--- src/rtl/mcu_sequencer_pkg.sv ---
// Shared opcode, state and instruction-field definitions for the mcu_sequencer slice.
// Pure declarations: no latency, no backpressure.
package mcu_sequencer_pkg;

  localparam logic [1:0] OP_ADD = 2'b00;
  localparam logic [1:0] OP_LW  = 2'b01;
  localparam logic [1:0] OP_SW  = 2'b10;
  localparam logic [1:0] OP_J   = 2'b11;

  localparam int OP_MSB  = 7;
  localparam int OP_LSB  = 6;
  localparam int TGT_MSB = 5;
  localparam int TGT_LSB = 0;

  typedef enum logic [2:0] {
    IDLE   = 3'd0,
    FETCH  = 3'd1,
    DECODE = 3'd2,
    EXEC   = 3'd3,
    MEM    = 3'd4,
    WB     = 3'd5,
    HALT   = 3'd6,
    ERROR  = 3'd7
  } state_t;

  typedef struct packed {
    logic reg_dst;
    logic alu_src;
    logic mem_to_reg;
    logic is_mem;
    logic is_store;
    logic is_jump;
  } ctrl_t;

endpackage

--- src/rtl/mcu_sequencer_if.sv ---
// Instruction-fetch, data-memory and datapath-control bundle between the sequencer and its environment.
// Wires only; Mem_Req/Mem_Ack is a level request held until a one-cycle ack.
interface mcu_sequencer_if;
  logic       Start;
  logic [7:0] Read_Address;
  logic [7:0] Instruction;
  logic [7:0] Instr_Reg;
  logic       Mem_Req;
  logic       Mem_Write;
  logic       Mem_Ack;
  logic       Reg_Write;
  logic       Reg_Dst;
  logic       ALU_Src;
  logic       Mem_to_Reg;
  logic       Busy;
  logic       Halted;
  logic       Error;

  modport master (
    input  Start, Instruction, Mem_Ack,
    output Read_Address, Instr_Reg, Mem_Req, Mem_Write, Reg_Write,
           Reg_Dst, ALU_Src, Mem_to_Reg, Busy, Halted, Error
  );

  modport slave (
    output Start, Instruction, Mem_Ack,
    input  Read_Address, Instr_Reg, Mem_Req, Mem_Write, Reg_Write,
           Reg_Dst, ALU_Src, Mem_to_Reg, Busy, Halted, Error
  );
endinterface

--- src/rtl/mcu_decode.sv ---
// Opcode to datapath mux-control and instruction-class map.
// Purely combinational, zero latency, no backpressure.
module mcu_decode
  import mcu_sequencer_pkg::*;
(
  input  logic [1:0] op,
  output ctrl_t      ctrl
);

  always_comb begin
    ctrl = '0;
    case (op)
      OP_ADD: ctrl.reg_dst = 1'b1;
      OP_LW: begin
        ctrl.alu_src    = 1'b1;
        ctrl.mem_to_reg = 1'b1;
        ctrl.is_mem     = 1'b1;
      end
      OP_SW: begin
        ctrl.alu_src  = 1'b1;
        ctrl.is_mem   = 1'b1;
        ctrl.is_store = 1'b1;
      end
      default: ctrl.is_jump = 1'b1;
    endcase
  end

endmodule

--- src/rtl/mcu_sequencer.sv ---
// Multi-cycle FETCH/DECODE/EXEC/MEM/WB sequencer owning PC and IR for the 8-bit core.
// add 4, j 3, sw 4+N, lw 5+N cycles; stalls in MEM on Mem_Ack up to MEM_TIMEOUT cycles.
module mcu_sequencer
  import mcu_sequencer_pkg::*;
#(
  parameter int PROG_LEN    = 5,
  parameter int MEM_TIMEOUT = 15
) (
  input  logic                  clk,
  input  logic                  reset_n,
  mcu_sequencer_if.master       bus
);

  state_t     state_q, state_d;
  logic [7:0] pc_q, pc_d;
  logic [7:0] ir_q, ir_d;
  logic [3:0] cnt_q, cnt_d;
  logic       ctrl_vld;
  ctrl_t      ctrl;

  mcu_decode u_decode (
    .op   (ir_q[OP_MSB:OP_LSB]),
    .ctrl (ctrl)
  );

  always_ff @(posedge clk or negedge reset_n) begin
    if (!reset_n) begin
      state_q <= IDLE;
      pc_q    <= '0;
      ir_q    <= '0;
      cnt_q   <= '0;
    end else begin
      state_q <= state_d;
      pc_q    <= pc_d;
      ir_q    <= ir_d;
      cnt_q   <= cnt_d;
    end
  end

  always_comb begin
    state_d = state_q;
    pc_d    = pc_q;
    ir_d    = ir_q;
    cnt_d   = cnt_q;
    case (state_q)
      IDLE, HALT, ERROR: begin
        if (bus.Start) begin
          state_d = FETCH;
          pc_d    = '0;
        end
      end
      FETCH: begin
        if (int'(pc_q) >= PROG_LEN) begin
          state_d = HALT;
        end else begin
          ir_d    = bus.Instruction;
          state_d = DECODE;
        end
      end
      DECODE: state_d = EXEC;
      EXEC: begin
        if (ctrl.is_jump) begin
          pc_d    = {pc_q[7:6], ir_q[TGT_MSB:TGT_LSB]};
          state_d = FETCH;
        end else if (ctrl.is_mem) begin
          cnt_d   = '0;
          state_d = MEM;
        end else begin
          state_d = WB;
        end
      end
      MEM: begin
        // An ack in the same cycle as the final wait still completes the access.
        if (bus.Mem_Ack) begin
          if (ctrl.is_store) begin
            pc_d    = pc_q + 8'd1;
            state_d = FETCH;
          end else begin
            state_d = WB;
          end
        end else begin
          cnt_d = cnt_q + 4'd1;
          if (cnt_q == 4'(MEM_TIMEOUT - 1)) begin
            state_d = ERROR;
          end
        end
      end
      WB: begin
        pc_d    = pc_q + 8'd1;
        state_d = FETCH;
      end
      default: state_d = IDLE;
    endcase
  end

  // Outputs decode straight from the state register so reset drops them asynchronously.
  always_comb begin
    ctrl_vld         = (state_q == DECODE) || (state_q == EXEC) ||
                       (state_q == MEM)    || (state_q == WB);
    bus.Read_Address = pc_q;
    bus.Instr_Reg    = ir_q;
    bus.Mem_Req      = (state_q == MEM);
    bus.Mem_Write    = (state_q == MEM) && ctrl.is_store;
    bus.Reg_Write    = (state_q == WB);
    bus.Reg_Dst      = ctrl_vld && ctrl.reg_dst;
    bus.ALU_Src      = ctrl_vld && ctrl.alu_src;
    bus.Mem_to_Reg   = ctrl_vld && ctrl.mem_to_reg;
    bus.Busy         = !((state_q == IDLE) || (state_q == HALT) || (state_q == ERROR));
    bus.Halted       = (state_q == HALT);
    bus.Error        = (state_q == ERROR);
  end

endmodule

--- src/flat_wrapper.sv ---
// flat-port wrapper written by rule: the top's interface ports become plain ports
module mcu_sequencer_flat import mcu_sequencer_pkg::*;
#(
  parameter int PROG_LEN    = 5,
  parameter int MEM_TIMEOUT = 15
)
  (clk, reset_n, bus_Start, bus_Instruction, bus_Mem_Ack, bus_Read_Address, bus_Instr_Reg, bus_Mem_Req, bus_Mem_Write, bus_Reg_Write, bus_Reg_Dst, bus_ALU_Src, bus_Mem_to_Reg, bus_Busy, bus_Halted, bus_Error);
  mcu_sequencer_if bus_i ();
  input  logic clk;
  input  logic reset_n;
  input wire logic [$bits(bus_i.Start)-1:0] bus_Start;
  input wire logic [$bits(bus_i.Instruction)-1:0] bus_Instruction;
  input wire logic [$bits(bus_i.Mem_Ack)-1:0] bus_Mem_Ack;
  output wire logic [$bits(bus_i.Read_Address)-1:0] bus_Read_Address;
  output wire logic [$bits(bus_i.Instr_Reg)-1:0] bus_Instr_Reg;
  output wire logic [$bits(bus_i.Mem_Req)-1:0] bus_Mem_Req;
  output wire logic [$bits(bus_i.Mem_Write)-1:0] bus_Mem_Write;
  output wire logic [$bits(bus_i.Reg_Write)-1:0] bus_Reg_Write;
  output wire logic [$bits(bus_i.Reg_Dst)-1:0] bus_Reg_Dst;
  output wire logic [$bits(bus_i.ALU_Src)-1:0] bus_ALU_Src;
  output wire logic [$bits(bus_i.Mem_to_Reg)-1:0] bus_Mem_to_Reg;
  output wire logic [$bits(bus_i.Busy)-1:0] bus_Busy;
  output wire logic [$bits(bus_i.Halted)-1:0] bus_Halted;
  output wire logic [$bits(bus_i.Error)-1:0] bus_Error;
  assign bus_i.Start = bus_Start;
  assign bus_i.Instruction = bus_Instruction;
  assign bus_i.Mem_Ack = bus_Mem_Ack;
  assign bus_Read_Address = bus_i.Read_Address;
  assign bus_Instr_Reg = bus_i.Instr_Reg;
  assign bus_Mem_Req = bus_i.Mem_Req;
  assign bus_Mem_Write = bus_i.Mem_Write;
  assign bus_Reg_Write = bus_i.Reg_Write;
  assign bus_Reg_Dst = bus_i.Reg_Dst;
  assign bus_ALU_Src = bus_i.ALU_Src;
  assign bus_Mem_to_Reg = bus_i.Mem_to_Reg;
  assign bus_Busy = bus_i.Busy;
  assign bus_Halted = bus_i.Halted;
  assign bus_Error = bus_i.Error;
  mcu_sequencer #(.PROG_LEN(PROG_LEN), .MEM_TIMEOUT(MEM_TIMEOUT)) u_core (.clk(clk), .reset_n(reset_n), .bus(bus_i));
endmodule
--- config.mk ---
export PLATFORM = sky130hd
export DESIGN_NAME = mcu_sequencer_flat
export DESIGN_NICKNAME = d
export VERILOG_FILES = /design/src/rtl/mcu_sequencer_pkg.sv /design/src/rtl/mcu_sequencer_if.sv /design/src/rtl/mcu_decode.sv /design/src/rtl/mcu_sequencer.sv /design/src/flat_wrapper.sv
export SDC_FILE = /design/constraint.sdc
export NUM_CORES = 1
export LEC_CHECK = 0
export CORE_MARGIN = 2
export CORE_UTILIZATION = 30
export CTS_CLUSTER_SIZE = 30
export DETAILED_ROUTE_END_ITERATION = 8
export PLACE_DENSITY = 0.51
export SYNTH_ARGS = -nofsm -noshare
export SYNTH_HDL_FRONTEND = slang
export SYNTH_SLANG_ARGS = --single-unit
export TNS_END_PERCENT = 50
--- constraint.sdc ---
create_clock -name clk -period 2.3 [get_ports clk]
set_clock_uncertainty 0.2 [all_clocks]
set_input_delay 0.46 -clock clk [delete_from_list [all_inputs] [get_ports clk]]
set_output_delay 0.46 -clock clk [all_outputs]
set_load 0.05 [all_outputs]
Yosys cells after proc, flatten, opt, wreduce, memory -nomap -nowiden --
Cells that the tools add are included.
Word-level totals: flip-flop bits (word level) 23, input port bits 12, output and inout bits 25, word-level logic and storage cells 72
Operators by class: $add $sub $neg 2, $lt $le $gt $ge 1, equal/unequal tests 18, mux-type cells 21, bitwise gates (word level) 2, reductions and logical operators 23
Operators by type and width (count):
- 8-bit case mux with 4 select lines | 1
- 8-bit 2-to-1 mux | 3
- 3-bit 2-to-1 mux | 6
- 3-bit case mux with 6 select lines | 1
- 3-bit equality test (second input constant) | 4
- 4-bit 2-to-1 mux | 3
- 2-bit inequality test (second input constant) | 5
- 5-bit AND reduction | 2
- 8-bit by 1-bit adder with 8-bit output (second input constant) | 1
- 8-bit by 3-bit greater-or-equal comparator with 1-bit output (second input constant) | 1
- 4-bit case mux with 2 select lines | 1
- 3-bit by 2-bit equality test with 1-bit output (second input constant) | 2
- 6-bit 2-to-1 mux | 1
- 3-bit OR reduction | 2
- 1-bit logical OR | 5
- 1-bit 2-to-1 mux | 5
- 4-bit by 1-bit adder with 4-bit output (second input constant) | 1
- 4-bit equality test (second input constant) | 1
- 1-bit logical AND | 4
- 2-bit by 1-bit inequality test with 1-bit output (second input constant) | 2
- 2-bit AND reduction | 2
- 4-bit AND reduction | 1
- 4-bit nonzero test | 1
- 3-bit by 1-bit equality test with 1-bit output (second input constant) | 1
- 10 further kinds | 11

Logic depth before layout (Yosys ltp) --
Gate-level depths: netlist of the first run.
word-level depth 6, mapped depth 7, depth with buffers taken out 6

Hierarchy --
From an unflattened synthesis of the first run, not the netlist that was laid out.
Unflattened totals: cells, all modules 156, area, all modules 1512.7 µm²
Modules (own cells, without submodules):
- mcu_sequencer | instances 1, cells each 149, area an instance 1447.6 µm², sequential area each 575.6 µm²
- mcu_decode | instances 1, cells each 7, area an instance 65.1 µm², sequential area each 0.0 µm²

Worst setup path after synthesis of the first run --
Ideal clock, no wire load.
path type reg2out, from reg u_core.ir_q[6], in the netlist u_core.bus.Instr_Reg[6], to out bus_ALU_Src, arrival 2.266 ns, required time 1.640 ns, slack -0.626 ns, cell stages (with the launch flop) 4, buffers on the path 0, path through dfrtp_1 inv_1 ha_1 a21boi_0
Between the ends: longest elaborated chain between the ends 4, elaborated cells on any way between the ends 5, those cells by class eq/ne (2); mux (1); reduce/logical (2)
RTL lines:
- start: declaration | line mcu_sequencer.sv:16 | logic [7:0] ir_q, ir_d;
- start signal: assignment | line mcu_sequencer.sv:35 | ir_q <= ir_d;
- 2-bit equality test / 2-bit by 1-bit equality test with 1-bit output (equally long branches) | line mcu_decode.sv:12 | case (op)
- 2-bit OR reduction (no line) (*)
- 1-bit 2-to-1 mux (*) | line mcu_decode.sv:12
- 1-bit logical AND (*) | line mcu_sequencer.sv:106 | bus.ALU_Src = ctrl_vld && ctrl.alu_src;
- end: declaration | line flat_wrapper.sv:20 | output wire logic [$bits(bus_i.ALU_Src)-1:0] bus_ALU_Src;
Every way passes the cells marked *; elsewhere a longest branch is shown, timed or not.

Final worst setup path of the first run --
from reg u_core.state_q[0], to out bus_Mem_Write
Between the ends: longest elaborated chain between the ends 2
RTL lines:
- start: declaration | line mcu_sequencer.sv:14 | state_t state_q, state_d;
- start signal: assignment | line mcu_sequencer.sv:33 | state_q <= state_d;
- 3-bit equality test | line mcu_sequencer.sv:103 | bus.Mem_Write = (state_q == MEM) && ctrl.is_store;
- 1-bit logical AND | line mcu_sequencer.sv:103
- end: declaration | line flat_wrapper.sv:17 | output wire logic [$bits(bus_i.Mem_Write)-1:0] bus_Mem_Write;
No other way between the ends.

==> results.cfg, run 1 <==
[logic_synthesis]
yosysTopAreaCell = dfrtp_1
yosys_most_used_dff = dfrtp_1
synth_area_sq_um = 1470
ys_ff_latch = 23
yosysSeqAreaShare_pct = 39.1
synth_nets = 176
avgSynthCellArea_sq_um = 9.48
yosys-top-cells-area = dfrtp_1 39%, ha_1 7.7%, mux2_2 6.1%
ys_types = 39
async_flop_share_pct = 100
postSynthCellCount = 155
synth-edff-count = 0
yosysMostFrequentCell = dfrtp_1
yosysWarnings = 0
synth_top_area_share_pct = 39.1
synthTopCellsByCount = 23 x dfrtp_1, 13 x nand2_1, 9 x ha_1, 9 x nand3_1

[final_layout]
final_layout_size_suffix_gt1_share_pct = 21.0
final_area_sq_um = 2070
area_growth_pct = 40.9
nets = 217
diodes = 0

[cts]
clk_latency_ns = 0.26
clk_path_buf_depth = 2
root_buffer = clkbuf_8
cts_tree = built
clock-sinks = 23
postCtsHoldBufs = 0
htree_levels = 1
post-cts-setup-buffers = 0
clk_pin_slew_ns = 0.09
cts_buffers = 3

[setup_path]
r2r_slack_ns = 0.29
endpoint_kind = output port
path_max_fanout = 13
start_kind = register
worst-setup-path-type = register to output port
arrival_ns = 1.55
worstPathRequired_ns = 1.64

[timing]
max_slew_margin_pct = 65.6
finalSetupViolations = 0
post-route-period-util_pct = 96.2
fmax_mhz = 452
slew_violations = 0
rsz0062_at_grt = no
worst_slack_ns = 0.0874
hold_viol = 0
tightest_slew_ns = 0.514
period_needed_ns = 2.21

[die]
dieArea_sq_um = 5480
die_y_um = 74.0
die_x_um = 74.0
initial_core_util_pct = 31.1
core_sq_um = 4720
core.rowCount = 25
io_pins = 37

[power]
ir_worst_vdd_uv = 553
p_per_area_nw_per_um2 = 1530
cellLeakagePower_uw = 0.000873

[drt]
dr.pass1.iters = 4
routed_wl_um = 3630
drtIter0Drc = 119
via_per_inst = 5.05
drc = 0
route.vias.total = 1322
ant_nets = 0
wire_per_inst_um = 13.9

[placement]
placed_cell_area_sq_um = 2020
post-dp-hpwl_um = 2870
pre_cts_slack_ns = 0.200
portBuffers = 36
routabilityCongestion = 0.813

[global_routing]
met3_usage_pct = 1.63
met2_usage_pct = 23.2
grt_pass1_vias = 1291
grt_max_degree = 24
grt_overflow_total = 0
gr-usage-all-layers_pct = 14.2
busiest_layer = met2
grtUsageMet1_pct = 19.2
grt_pass1_wl_um = 6110
antenna_found_initial = 0

[job]
cap_violations = 0

[hold_path]
hold_class = register to register

[status]
outcome = finished, final reports clean
final timing paths:
check / start / to / cells after the start
setup / recovery: u_core.state_q[0] / bus_Mem_Write / 3
hold / removal: u_core.bus.Read_Address[7] / u_core.bus.Read_Address[7] / 1
setup reg to reg: u_core.bus.Read_Address[0] / u_core.bus.Instr_Reg[7] / 7
hold reg to reg: u_core.bus.Read_Address[7] / u_core.bus.Read_Address[7] / 1
max in group asynchronous: reset_n / u_core.state_q[2] / 2
min in group asynchronous: reset_n / u_core.state_q[0] / 2
per-layer routing:
metal | share of wire [%] | wire length (um)
met1 | 46 | 1690
met2 | 49 | 1770
met3 | 3.1 | 112
met4 | 1.5 | 56
met5 | 0 | 0
cells by family (layout without fill, tap and decap cells):
group                    Yosys count  count (layout)  synth area share, %
AND/OR/NAND/NOR                   60              60                 23.1
AO/OA/AOI/OAI                     35              35                 16.5
flip-flops                        23              23                 39.1
buffers and inverters             17              57                 5.45
multiplexers                      11              11                 8.17
adder cells (fa/ha/maj)            9               9                 7.66
critical path, cell delays in order (launching register included):
cell and delay, ns:
dfrtp_1 0.54, nor3b_4 0.38, and2_1 0.23, buf_12 0.15
repair_timing:
item | CTS | global route
resized for setup | 1 | 1
pin swaps | 0 | 0
setup endpoints to repair | 1 | 1
layout make-up:
cell class | count | area, sq um
Clock buffer | 3 | 41.3
Clock inverter | 1 | 5.00
Fill cell | 460 | 2650
Inverter | 8 | 30.0
Multi-Input combinational cell | 115 | 822
Sequential cell | 23 | 578
Tap cell | 67 | 83.8
Timing Repair Buffer | 45 | 510
flip-flops by register name (all words and copies together) (netlist names):
| signal | count |
|---|---|
| u_core.bus.Instr_Reg | 8 |
| u_core.cnt_q | 4 |
| u_core.state_q | 3 |
| u_core.bus.Read_Address | 8 |
where the power goes:
part,internal [uW],total (uW),switching (uW)
registers,565,816,251
clock network,121,256,136
logic,884,2090,1200
metrics by stage:
| stage | cells | power (uW) | hold WS (ns) | TNS (ns) | util (%) |
|---|---|---|---|---|---|
| 5_1_grt | 262 | 3370 | 0.362 | 0 | 43.8 |
| 3_3_place_gp | 258 | 2890 | 0.301 | 0 | 42.8 |
| 2_1_floorplan | 155 | 2150 | -0.0356 | -0.0676 | - |
| 4_1_cts | 262 | 3180 | 0.339 | 0 | 43.8 |
| 6_report | 262 | 3160 | 0.329 | 0 | 43.8 |
| 3_5_place_dp | 258 | 2920 | 0.327 | 0 | 42.8 |
cell usage in the layout, fill, tap and decap left out, types with 3 or more instances in the layout:
master	count
a21oi_1	7
o221ai_1	5
buf_12	9
nor2_1	7
nand2_1	13
nand3_1	9
clkbuf_8	3
buf_4	12
inv_1	8
ha_1	9
clkdlybuf4s50_1	24
nand2b_1	5
dfrtp_1	21
a31oi_1	4
mux2_2	8
nor2b_1	5
mux2i_1	3
nor3_1	6
and3_1	3
o21ai_0	6
Power figures use the tool's default switching activity.
==> inputs of run 2 (changes only) <==
--- a/config.mk
+++ b/config.mk
@@ -5,7 +5,6 @@
 export SDC_FILE = /design/constraint.sdc
 export NUM_CORES = 1
 export LEC_CHECK = 0
-export CORE_MARGIN = 2
 export CORE_UTILIZATION = 30
 export CTS_CLUSTER_SIZE = 30
 export DETAILED_ROUTE_END_ITERATION = 8
==> run 2 against run 1 <==
Compared with the run above:
- worst setup slack improved by 0.012 ns
- global-route usage increased by 1.3 points
- combinational power about the same
- register-to-register slack got worse by 0.02 ns
- final area decreased by 0.36%
- clock power increased by 2%
- critical path type unchanged
- largest power group unchanged
- highest routed layer unchanged
==> results.cfg, run 2 (synthesis results as in run 1) <==
[final_layout]
nets = 216
final_area_sq_um = 2060
diodes = 0
area_growth_pct = 40.3
layout_commonest_cell = clkdlybuf4s50_1
final_layout_size_suffix_gt1_share_pct = 20.6
layout_common_cells = 24 x clkdlybuf4s50_1, 21 x dfrtp_1, 13 x nand2_1

[placement]
portBuffers = 36
pre_cts_slack_ns = 0.208
post-dp-hpwl_um = 2810
routabilityCongestion = 0.796
placed_cell_area_sq_um = 2010

[cts]
clk_path_buf_depth = 2
clock-sinks = 23
cts_tree = built
post-cts-setup-buffers = 0
htree_levels = 1
root_buffer = clkbuf_8
cts_buffers = 3
postCtsHoldBufs = 0
clk_latency_ns = 0.27
clk_pin_slew_ns = 0.09

[job]
cap_violations = 0

[global_routing]
grt_pass1_wl_um = 6320
grt_max_degree = 24
grt_pass1_vias = 1299
gr-usage-all-layers_pct = 15.5
antenna_found_initial = 0
grt_overflow_total = 0

[hold_path]
hold_class = register to register

[die]
initial_core_util_pct = 31.1
dieArea_sq_um = 5180
die_x_um = 72.0
io_pins = 37
core_sq_um = 4720
die_y_um = 72.0
core.rowCount = 25

[drt]
wire_per_inst_um = 14.2
routed_wl_um = 3700
dr.pass1.iters = 4
route.vias.total = 1292
drtIter0Drc = 84
via_per_inst = 4.95
ant_nets = 0
drc = 0

[timing]
finalSetupViolations = 0
fmax_mhz = 454
tightest_slew_ns = 0.506
rsz0062_at_grt = no
slew_violations = 0
max_slew_margin_pct = 66.1
worst_slack_ns = 0.0991
period_needed_ns = 2.20
hold_viol = 0
post-route-period-util_pct = 95.7

[power]
ir_worst_vdd_uv = 819
cellLeakagePower_uw = 0.000869
total_power_uw = 3150
p_per_area_nw_per_um2 = 1530

[setup_path]
endpoint_kind = output port
start_kind = register
worstPathRequired_ns = 1.64
path_max_fanout = 13
worst-setup-path-type = register to output port
r2r_slack_ns = 0.27
arrival_ns = 1.54

[status]
outcome = finished, final reports clean
## run 2: cell types whose count changed in the layout (fill, tap and decap cells not counted)
cell / before / now
buf_4: 12 / 11
## run 2: power breakdown
part | internal (uW) | switching, uW | total [uW]
logic | 876 | 1200 | 2070
clock network | 121 | 140 | 261
registers | 565 | 251 | 816
total | 1560 | 1590 | 3150
## run 2: worst max-delay path, cell delays in order (launching register included)
cell and delay [ns]:
dfrtp_1 0.54, nor3b_4 0.37, and2_1 0.22, buf_12 0.14
## run 2: layer usage
layer  vias to the layer above  GRT usage (%)  share of wire, %
met5                         -              0                 0
met4                         0           4.58              0.78
met3                         2           2.22               2.3
met2                        26           26.3                51
met1                       626           20.5                46
li1                        638              -                 -
## run 2: final cells by class
class | count | area, sq um
Clock inverter | 1 | 5.00
Fill cell | 481 | 2660
Tap cell | 67 | 83.8
Multi-Input combinational cell | 115 | 822
Clock buffer | 3 | 41.3
Sequential cell | 23 | 578
Timing Repair Buffer | 44 | 503
Inverter | 8 | 30.0
## run 2: final timing paths
check,startpoint,cells after the start,endpoint
min in group asynchronous,reset_n,2,u_core.state_q[1]
max reg2reg,u_core.bus.Read_Address[0],7,u_core.bus.Instr_Reg[3]
max in group asynchronous,reset_n,2,u_core.state_q[2]
min,u_core.bus.Read_Address[7],1,u_core.bus.Read_Address[7]
max,u_core.state_q[0],3,bus_Mem_Write
min reg2reg,u_core.bus.Read_Address[7],1,u_core.bus.Read_Address[7]
## run 2: through the flow
stage                     instances  util, %  hold WS [ns]  setup TNS [ns]
after global routing            261     43.7         0.364               0
after global placement          257     42.6         0.308               0
after detailed placement        257     42.6         0.319               0
after CTS                       261     43.7         0.339               0
after floorplan                 155        -       -0.0356         -0.0676
final                           261     43.7         0.329               0
## run 2: what timing repair did
item / in CTS / in global routing
gates resized for setup: 1 / 1
gates cloned: 0 / 0
endpoints found under the setup margin: 2 / 1
==> inputs of run 3 (changes only) <==
--- a/config.mk
+++ b/config.mk
@@ -5,10 +5,12 @@
 export SDC_FILE = /design/constraint.sdc
 export NUM_CORES = 1
 export LEC_CHECK = 0
+export CORE_MARGIN = 5
 export CORE_UTILIZATION = 30
 export CTS_CLUSTER_SIZE = 30
 export DETAILED_ROUTE_END_ITERATION = 8
 export PLACE_DENSITY = 0.51
+export SLEW_MARGIN = 20
 export SYNTH_ARGS = -nofsm -noshare
 export SYNTH_HDL_FRONTEND = slang
 export SYNTH_SLANG_ARGS = --single-unit
==> run 3 against run 2 <==
Compared with the run above:
- final area up 0.18%
- clock-buffer cell count did not move
- sequential share of layout area decreased by 0.11 points
- sequential power down 3.2%
==> results.cfg, run 3 (synthesis results as in run 1) <==
[status]
outcome = finished, final reports clean

[die]
io_pins = 37
dieArea_sq_um = 6400
core.rowCount = 25
core_sq_um = 4750
die_y_um = 80.0
die_x_um = 80.0
initial_core_util_pct = 30.9

[timing]
max_slew_margin_pct = 66.4
period_needed_ns = 2.21
slew_violations = 0
finalSetupViolations = 0
hold_ws_ns = 0.321
hold_viol = 0
fmax_mhz = 452
tightest_slew_ns = 0.503
post-route-period-util_pct = 96.2
rsz0062_at_grt = no

[setup_path]
arrival_ns = 1.55
path_delay_family = buffers and inverters
worst-setup-path-type = register to output port
critical_path_buf_inv_count = 1
worstPathRequired_ns = 1.64
path_max_fanout = 6
endpoint_kind = output port
critPathSlowestCell = clkdlybuf4s50_1
worstPathCellList = clkdlybuf4s50_1
start_kind = register
slowest_delay_ns = 0.84

[placement]
routabilityCongestion = 0.813
post-dp-hpwl_um = 2890
portBuffers = 36

[power]
p_per_area_nw_per_um2 = 1530
total_power_uw = 3160
ir_worst_vdd_uv = 666
cellLeakagePower_uw = 0.000877

[global_routing]
antenna_found_initial = 0
gr-usage-all-layers_pct = 12.4
grt_pass1_vias = 1307
grt_overflow_total = 0
grt_max_degree = 24
grt_pass1_wl_um = 6230

[cts]
root_buffer = clkbuf_8
postCtsHoldBufs = 0
cts_tree = built
clk_path_buf_depth = 2
post-cts-setup-buffers = 0
clk_latency_ns = 0.27
cts_buffers = 3
clk_pin_slew_ns = 0.09
clock-sinks = 23
cts_repair_resize_count = 0
htree_levels = 1

[drt]
routed_wl_um = 3740
drtIter0Drc = 108
ant_nets = 0
route.vias.total = 1323
via_per_inst = 5.05
dr.pass1.iters = 4
drc = 0
wire_per_inst_um = 14.3

[final_layout]
final_layout_size_suffix_gt1_share_pct = 21.0
layout_commonest_cell = clkdlybuf4s50_1
nets = 217
diodes = 0
area_growth_pct = 40.6
layout_common_cells = 23 x clkdlybuf4s50_1, 22 x dfrtp_1, 13 x nand2_1, 13 x buf_4

[hold_path]
hold_class = register to register

[job]
cap_violations = 0
## run 3: cell types whose count changed in the layout (fill, tap and decap cells not counted), sizes merged
cell           before  now
buf                20   22
clkdlybuf4s50      24   23
## run 3: power by group
group | internal [uW] | switching, uW
sequential | 564 | 227
clock | 121 | 145
combinational | 882 | 1220
## run 3: through the flow
| stage | instances | instance area, sq um | util [%] | setup TNS [ns] | setup slack [ns] |
|---|---|---|---|---|---|
| 2_1_floorplan | 155 | 1480 | - | -0.0676 | -0.0460 |
| 4_1_cts | 262 | 2070 | 43.4 | 0 | 0.0386 |
| 3_3_place_gp | 258 | 2020 | 42.5 | 0 | 0.230 |
| 3_5_place_dp | 258 | 2020 | 42.5 | 0 | 0.151 |
| 5_1_grt | 262 | 2070 | 43.5 | 0 | 0.0278 |
| 6_report | 262 | 2070 | 43.5 | 0 | 0.0865 |
## run 3: path summary, 6_finish.rpt
check,from,endpoint,slack [ns],cells past startpoint
worst max-delay path,u_core.bus.Read_Address[2],bus_Read_Address[2],0.09,1
max in group asynchronous,reset_n,u_core.state_q[1],1.30,2
worst max register to register,u_core.bus.Read_Address[0],u_core.bus.Instr_Reg[7],0.21,6
worst min-delay path,u_core.bus.Read_Address[7],u_core.bus.Read_Address[7],0.32,1
worst min register to register,u_core.bus.Read_Address[7],u_core.bus.Read_Address[7],0.32,1
min in group asynchronous,reset_n,u_core.state_q[2],0.34,2
## run 3: final cells by class
type                            instances  area, sq um
Fill cell                             486         2690
Multi-Input combinational cell        115          822
Sequential cell                        23          577
Timing Repair Buffer                   45          508
Tap cell                               67         83.8
Clock buffer                            3         41.3
Inverter                                8         30.0
Clock inverter                          1         5.00
## run 3: metal layers
metal | global-route usage, % | part of all wire (%)
met3 | 2.03 | 3.8
met2 | 20.3 | 51
met5 | 0 | 0
met1 | 15.7 | 44
met4 | 5.74 | 1.0
